==> config.mk <==
export PLATFORM = sky130hd
export DESIGN_NAME = l2_cacheline_adaptor
export DESIGN_NICKNAME = d
export VERILOG_FILES = /design/src/rtl/l2_cacheline_adaptor.sv
export SDC_FILE = /design/constraint.sdc
export NUM_CORES = 1
export LEC_CHECK = 0
export BUFFER_PORTS_ARGS = -buffer_cell sky130_fd_sc_hd__buf_2
export CORE_AREA = 2 2 275 277
export CTS_CLUSTER_DIAMETER = 80
export DETAILED_ROUTE_END_ITERATION = 12
export DIE_AREA = 0 0 277 279
export GPL_TIMING_DRIVEN = 0
export SLEW_MARGIN = 10
export SYNTH_ARGS = -nofsm -noshare
export SYNTH_HDL_FRONTEND = slang
export SYNTH_SLANG_ARGS = --single-unit
==> constraint.sdc <==
create_clock -name clk -period 2.8 [get_ports clk]
set_input_delay 0.56 -clock clk [delete_from_list [all_inputs] [get_ports clk]]
set_output_delay 0.56 -clock clk [all_outputs]
set_load 0.01 [all_outputs]
==> src/rtl/l2_cacheline_adaptor.sv <==
`default_nettype none
// ============================================================================
// Module      : l2_cacheline_adaptor
// Description : Bridges the L2 cache and physical memory. One cacheline read
//               or write from the L2 becomes a BEATS-long burst of
//               BURST_WIDTH-bit beats. Read beats are reassembled into
//               line_o. Write lines are serialised onto burst_o, with
//               beat 0 taken from the low bits of the line. A single-cycle
//               resp_o marks the end of each line transfer.
// Ports       :
//   clk        single clock, all state updates on the rising edge
//   rst        asynchronous reset, active low (0 = reset)
//   read_i     L2 line read request, level, held until resp_o
//   write_i    L2 line write request, level, held until resp_o
//   address_i  L2 byte address; the line-offset bits are ignored
//   line_i     line to write, sampled when the request is accepted
//   line_o     assembled read line, valid while resp_o = 1
//   resp_o     one-cycle completion pulse to the L2
//   read_o     memory burst read request
//   write_o    memory burst write request
//   address_o  latched line address, with the offset bits forced to zero
//   burst_o    current write beat
//   burst_i    read beat from memory, valid while resp_i = 1
//   resp_i     memory beat handshake, one per beat
// Revision    : 1.0 - initial release
// ============================================================================
module l2_cacheline_adaptor #(
  parameter int LINE_WIDTH  = 256,
  parameter int BURST_WIDTH = 64,
  parameter int ADDR_WIDTH  = 32
) (
  input  logic                   clk,
  input  logic                   rst,
  input  logic                   read_i,
  input  logic                   write_i,
  input  logic [ADDR_WIDTH-1:0]  address_i,
  input  logic [LINE_WIDTH-1:0]  line_i,
  output logic [LINE_WIDTH-1:0]  line_o,
  output logic                   resp_o,
  output logic                   read_o,
  output logic                   write_o,
  output logic [ADDR_WIDTH-1:0]  address_o,
  output logic [BURST_WIDTH-1:0] burst_o,
  input  logic [BURST_WIDTH-1:0] burst_i,
  input  logic                   resp_i
);

  localparam int c_BEATS  = LINE_WIDTH / BURST_WIDTH;
  localparam int c_CNT_W  = (c_BEATS > 1) ? $clog2(c_BEATS) : 1;
  localparam int c_OFFSET = $clog2(LINE_WIDTH / 8);

  localparam logic [c_CNT_W-1:0]    c_LAST_BEAT   = c_CNT_W'(c_BEATS - 1);
  localparam logic [ADDR_WIDTH-1:0] c_OFFSET_MASK = ADDR_WIDTH'((64'd1 << c_OFFSET) - 64'd1);

  localparam logic [1:0] c_IDLE  = 2'd0;
  localparam logic [1:0] c_READ  = 2'd1;
  localparam logic [1:0] c_WRITE = 2'd2;
  localparam logic [1:0] c_DONE  = 2'd3;

  logic [1:0]            r_state;
  logic [1:0]            w_next_state;
  logic [c_CNT_W-1:0]    r_cnt;
  logic [LINE_WIDTH-1:0] r_buf;
  logic [ADDR_WIDTH-1:0] r_addr;
  logic                  w_last;

  assign w_last = (r_cnt == c_LAST_BEAT);

  // --------------------------------------------------------------------------
  // State register
  // --------------------------------------------------------------------------
  always_ff @(posedge clk or negedge rst) begin
    if (!rst) begin
      r_state <= c_IDLE;
    end else begin
      r_state <= w_next_state;
    end
  end

  // --------------------------------------------------------------------------
  // Next-state logic. A write wins when both requests are high, so that a
  // dirty victim is written back before its refill is read.
  // --------------------------------------------------------------------------
  always_comb begin
    w_next_state = r_state;
    case (r_state)
      c_IDLE: begin
        if (write_i) begin
          w_next_state = c_WRITE;
        end else if (read_i) begin
          w_next_state = c_READ;
        end
      end
      c_READ: begin
        if (resp_i && w_last) begin
          w_next_state = c_DONE;
        end
      end
      c_WRITE: begin
        if (resp_i && w_last) begin
          w_next_state = c_DONE;
        end
      end
      default: begin
        w_next_state = c_IDLE;
      end
    endcase
  end

  // --------------------------------------------------------------------------
  // Outputs. These are decoded from the state, so an asynchronous reset
  // drops the memory request and resp_o immediately.
  // --------------------------------------------------------------------------
  always_comb begin
    read_o  = 1'b0;
    write_o = 1'b0;
    resp_o  = 1'b0;
    burst_o = '0;
    case (r_state)
      c_READ: begin
        read_o = 1'b1;
      end
      c_WRITE: begin
        write_o = 1'b1;
        for (int i = 0; i < c_BEATS; i++) begin
          if (r_cnt == c_CNT_W'(i)) begin
            burst_o = r_buf[i*BURST_WIDTH +: BURST_WIDTH];
          end
        end
      end
      c_DONE: begin
        resp_o = 1'b1;
      end
      default: begin
      end
    endcase
  end

  // --------------------------------------------------------------------------
  // Datapath. The address and line are captured once, when leaving IDLE.
  // The L2 may change them afterwards without affecting the burst.
  // The beat counter wraps to zero naturally on the last beat.
  // --------------------------------------------------------------------------
  always_ff @(posedge clk or negedge rst) begin
    if (!rst) begin
      r_cnt  <= '0;
      r_buf  <= '0;
      r_addr <= '0;
    end else begin
      case (r_state)
        c_IDLE: begin
          if (write_i || read_i) begin
            r_addr <= address_i & ~c_OFFSET_MASK;
            r_buf  <= line_i;
            r_cnt  <= '0;
          end
        end
        c_READ: begin
          if (resp_i) begin
            for (int i = 0; i < c_BEATS; i++) begin
              if (r_cnt == c_CNT_W'(i)) begin
                r_buf[i*BURST_WIDTH +: BURST_WIDTH] <= burst_i;
              end
            end
            r_cnt <= r_cnt + c_CNT_W'(1);
          end
        end
        c_WRITE: begin
          if (resp_i) begin
            r_cnt <= r_cnt + c_CNT_W'(1);
          end
        end
        default: begin
        end
      endcase
    end
  end

  assign address_o = r_addr;
  assign line_o    = r_buf;

endmodule
`default_nettype wire

# After elaboration in Yosys (flattened, before gate mapping)
# Index checks and enable logic that the tools add are counted.
# word_totals
out_inout_bits	355
regBits	287
inputBits	357
wordCells	59
# classes
muxes	22
n_addsub	1
eq_ne	15
n_reduce_logical	14
# ops
op	n
$mux W64	9
$mux W256	2
$pmux W256 S2	1
$reduce_and A4 Y1	4
$ne A2 B2 Y1 const B	6
$mux W2	5
$eq A2 B2 Y1 const B	4
$pmux W2 S2	2
$eq A2 B1 Y1 const B	2
$logic_not A2 Y1	2
$ne A2 B1 Y1 const B	2
$reduce_and A2 Y1	2
$reduce_bool A2 Y1	2
$mux W1	3
$ne A3 B3 Y1 const B	1
$reduce_and A3 Y1	1
$add A2 B1 Y2 const B	1
$reduce_or A2 Y1	1
$logic_and A1 B1 Y1	1
$logic_or A1 B1 Y1	1

# Logic depth before layout (Yosys ltp)
# logic_depth
depth_word	6
mapped_depth	8
ltp_nobuf	5

# Worst setup path before layout
# Ideal clock, no wire load.
# synth_timing
path_type	register to output
start	register r_cnt[0]
end	output port burst_o[10]
arrival_ps	1729
stages_incl_launch_ff	8
required_ps	2240
n_path_buf	2
path_slack_ps	511
path_cell_list	dfrtp_1 inv_1 ha_1 nor2b_1 clkbuf_1 clkbuf_1 a221oi_1 o21ai_0
# synth_between
elab_chain_len	6
# synth_lines
element	line_no	rtl
from (decl)	62	logic [c_CNT_W-1:0] r_cnt;
from (signal assigned)	165	r_cnt <= r_cnt + c_CNT_W'(1);
from (signal assigned)	170	r_cnt <= r_cnt + c_CNT_W'(1);
$logic_not A2 Y1	126	if (r_cnt == c_CNT_W'(i)) begin
$mux W64 (3 in a row)	126	
$mux W64 *	126	
$mux W64 *	119	case (r_state)
to (decl)	43	output logic [BURST_WIDTH-1:0] burst_o,
# Mark *: on every way between the ends. The rest lies on a longest branch, timed or not.

# Worst setup path after layout
# layout_timing
start	register r_cnt[0]
end	output port burst_o[59]
# Same word-level chain as after synthesis.

==> qor.yml <==
outcome:
  status: "finished, violations left"
  failed_checks: "negative setup slack"
global_route:
  grt-ovfl-total: 0
  grt_max_degree: 97
  grt_pass1_wl_um: 115000
  antenna_found_initial: 7
  grt_pass1_vias: 16000
  grt_use_total_pct: 20.3
synthesis:
  syn_area_um2: 15400
  syn_inst: 1554
  syn_area_per_cell_um2: 9.93
  yosysSeqAreaShare_pct: 46.5
  yosysWarnings: 0
  synth_cell_types: 27
  ys_ff_latch: 287
setup_path:
  worstPathArrival_ns: 2.43
  path_depth: 10
  crit_fanout: 5
  cp-start-kind: "flop"
  worstReg2RegEnd: "line_o[129]$_DFFE_PN0P_"
  critPathKind: "reg2out"
  critical_path.slowest_cell: "dfrtp_1"
  critPathCaptureType: "primary output"
  cp-endpoint: "burst_o[59]"
  reg2reg_from: "r_state[1]$_DFFE_PN0P_"
  worst_r2r_path_depth: 8
  path_buf_inv: 6
  cpMostUsedCell: "buf_12"
  critPathMaxStageDelay_ns: 0.41
  crit_family: "buffers and inverters"
  worstPathRequired_ns: 2.24
  path_cells: "inv_2, ha_4, nor2b_4, buf_12, buf_12, clkbuf_16, buf_4, a221oi_4, o21ai_1, buf_2"
  reg2reg_slack_ns: 0.12
  startpoint: "r_cnt[0]$_DFFE_PN0P_"
final_layout:
  drive_gt1_share_pct: 55.7
  syn_to_final_growth_pct: 57.6
  postLayoutCoreUtil_pct: 32.8
  multi_input_area_um2: 7800
  nets: 2745
  seqCellArea_um2: 7180
  n_fill_cell: 7691
worst_hold_path:
  hp-start: "address_i[24]"
  hold_class: "in2reg"
power:
  ir_drop_mv: 0.633
  p_leak_nw: 11.9
  powerDensity_nw_per_um2: 1410
  finalPower_mw: 34.2
clocking:
  clock-root-buffer: "clkbuf_16"
  clk_pin_slew_ns: 0.06
  worstSkewPairLatency_ns: 0.55
  cts_buffers: 37
  htree_levels: 2
  cts_tree: "done"
  clockBufferDepth: 3
  clkSinkCount: 287
timing:
  final_hold_viol_count: 0
  tns_ns: -4.74
  rsz0062_at_grt: "yes"
  skew_ns: 0.0139
  fin_crit_sh_pct: 107
  slew_violations: 0
  maxSlewHeadroom_pct: 27.0
  worst_pin_slew_ns: 1.09
  setup_ws_ns: -0.189
  fin_hold_ws_ns: 0.236
  fin_crit_ns: 2.99
  setup_viol: 56
  fmax_mhz: 335
routing:
  dr.pass1.iters: 5
  vias: 15800
  first_iter_violations: 849
  wl_per_cell_um: 24.3
  routed_wl_um: 82200
  drtAntennaViolNets: 0
  drc: 0
  vias_per_cell: 4.67
placed_design:
  dpl.hpwl_um: 59500
  portBuffers: 701
  place_congestion: 0.922
run:
  maxCapViolations: 0
floorplan:
  io_pins: 712
  die_w_um: 277
  die_area_um2: 77300
  rows: 100
  dieHeight_um: 279
  initial_utilization_pct: 20.8
  design.core.area_um2: 74100
## cell families (layout without fill, tap and decap cells)
group                    Yosys count  count (layout)  synth area share [%]
AO/OA/AOI/OAI                    458             458                  16.9
buffers and inverters            369            1217                  10.4
flip-flops                       287             287                  46.5
multiplexers                     285             285                  21.7
AND/OR/NAND/NOR                  145             145                  3.75
adder cells (fa/ha/maj)            9               9                 0.730
other                              1               7                0.0243
## Yosys cell counts
cell      count  share of area [%]
o21ai_1       1              0.032
dfrtp_1     287                 47
a221oi_1     64                3.6
a22o_1        2               0.11
nor2b_1       4               0.16
buf_6        25                1.8
clkbuf_1     74                1.8
and2_1        1              0.041
nand2_1     135                3.3
o21ai_0     386                 13
nor3b_4       1               0.12
inv_1       260                6.3
a211oi_4      4               0.52
clkinv_1      1              0.024
buf_4         6               0.29
mux2i_1       2               0.13
mux2_1       20                1.5
nor3_1        1              0.032
nand2b_1      1              0.041
conb_1        1              0.024
nand3_1       1              0.032
ha_1          9               0.73
nor2_2        1              0.041
buf_2         3              0.097
mux2_4       40                3.9
mux2_2      223                 16
a21o_1        1              0.049
## placed cells by master, fill, tap and decap left out, types with 20 or more instances in the layout
cell type / instances
o21ai_0: 270
buf_6: 48
clkbuf_16: 63
mux2_1: 20
dfrtp_1: 285
o21ai_1: 57
o21ai_2: 53
buf_12: 20
mux2_4: 40
a221oi_2: 31
mux2_2: 223
a221oi_4: 33
nand2_1: 133
buf_4: 39
clkbuf_1: 24
inv_1: 257
buf_2: 698
## metal layers
layer | GRT usage, % | vias up | routed length [um]
met5 | 0 | - | 35
met4 | 7.72 | 6 | 2920
met3 | 4.47 | 159 | 5710
met2 | 34.5 | 775 | 40000
met1 | 25.1 | 7874 | 33600
li1 | - | 6959 | -
## sequential cells by signal, indices dropped and copies added, names as in the netlist
name       cells
address_o     27
line_o       256
r_cnt          2
r_state        2
## cell type report
type | count | area share, %
Timing Repair Buffer | 787 | 19.4
Buffer | 103 | 4.88
Tap cell | 969 | 4.98
Clock buffer | 57 | 4.58
Inverter | 261 | 4.06
Clock inverter | 9 | 0.453
Sequential cell | 287 | 29.5
Antenna cell | 2 | 0.0206
Multi-Input combinational cell | 902 | 32.1
## worst register-to-register path: cells and delay by family, from the launching register on
| kind | cells | cell delay [ns] |
|---|---|---|
| mux | 1 | 0.28 |
| buf+inv | 4 | 1.14 |
| simple gates | 1 | 0.27 |
| compound gates | 1 | 0.33 |
| fa+ha+maj | 1 | 0.15 |
| flops | 1 | 0.45 |
## stage by stage
stage | setup slack [ns] | instances | cell area, um2
after floorplan | 0.511 | 1558 | 15500
after global placement | -4.79 | 3228 | 20200
after detailed placement | -1.11 | 3233 | 20300
after CTS | -0.238 | 3367 | 24000
after global routing | -0.255 | 3376 | 24300
final | -0.189 | 3377 | 24300
## power by group
group | total, mW | internal [mW] | switching [mW]
sequential | 8.70 | 6.39 | 2.31
clock | 4.91 | 2.93 | 1.98
combinational | 20.6 | 9.93 | 10.7
## worst min-delay path by stage
stage	endpoint	slack (ns)	cells past startpoint
6_report	address_o[24]$_DFFE_PN0P_	0.24	2
5_1_grt	address_o[11]$_DFFE_PN0P_	0.21	2
4_1_cts	address_o[24]$_DFFE_PN0P_	0.20	2
3_5_place_dp	line_o[48]$_DFFE_PN0P_	0.35	1
3_3_place_gp	address_o[21]$_DFFE_PN0P_	0.48	1
2_1_floorplan	address_o[10]$_DFFE_PN0P_	0.26	0
## timing repair
item                                    CTS  global route
hold buffers                              1             0
endpoints found under the hold margin     3             0
cloned                                   17             6
pin swaps                               109            47
setup buffers                            52            15
endpoints found under the setup margin  268           154
gates resized for setup                 451            99
No activity file was read; power rests on OpenSTA's default activity.
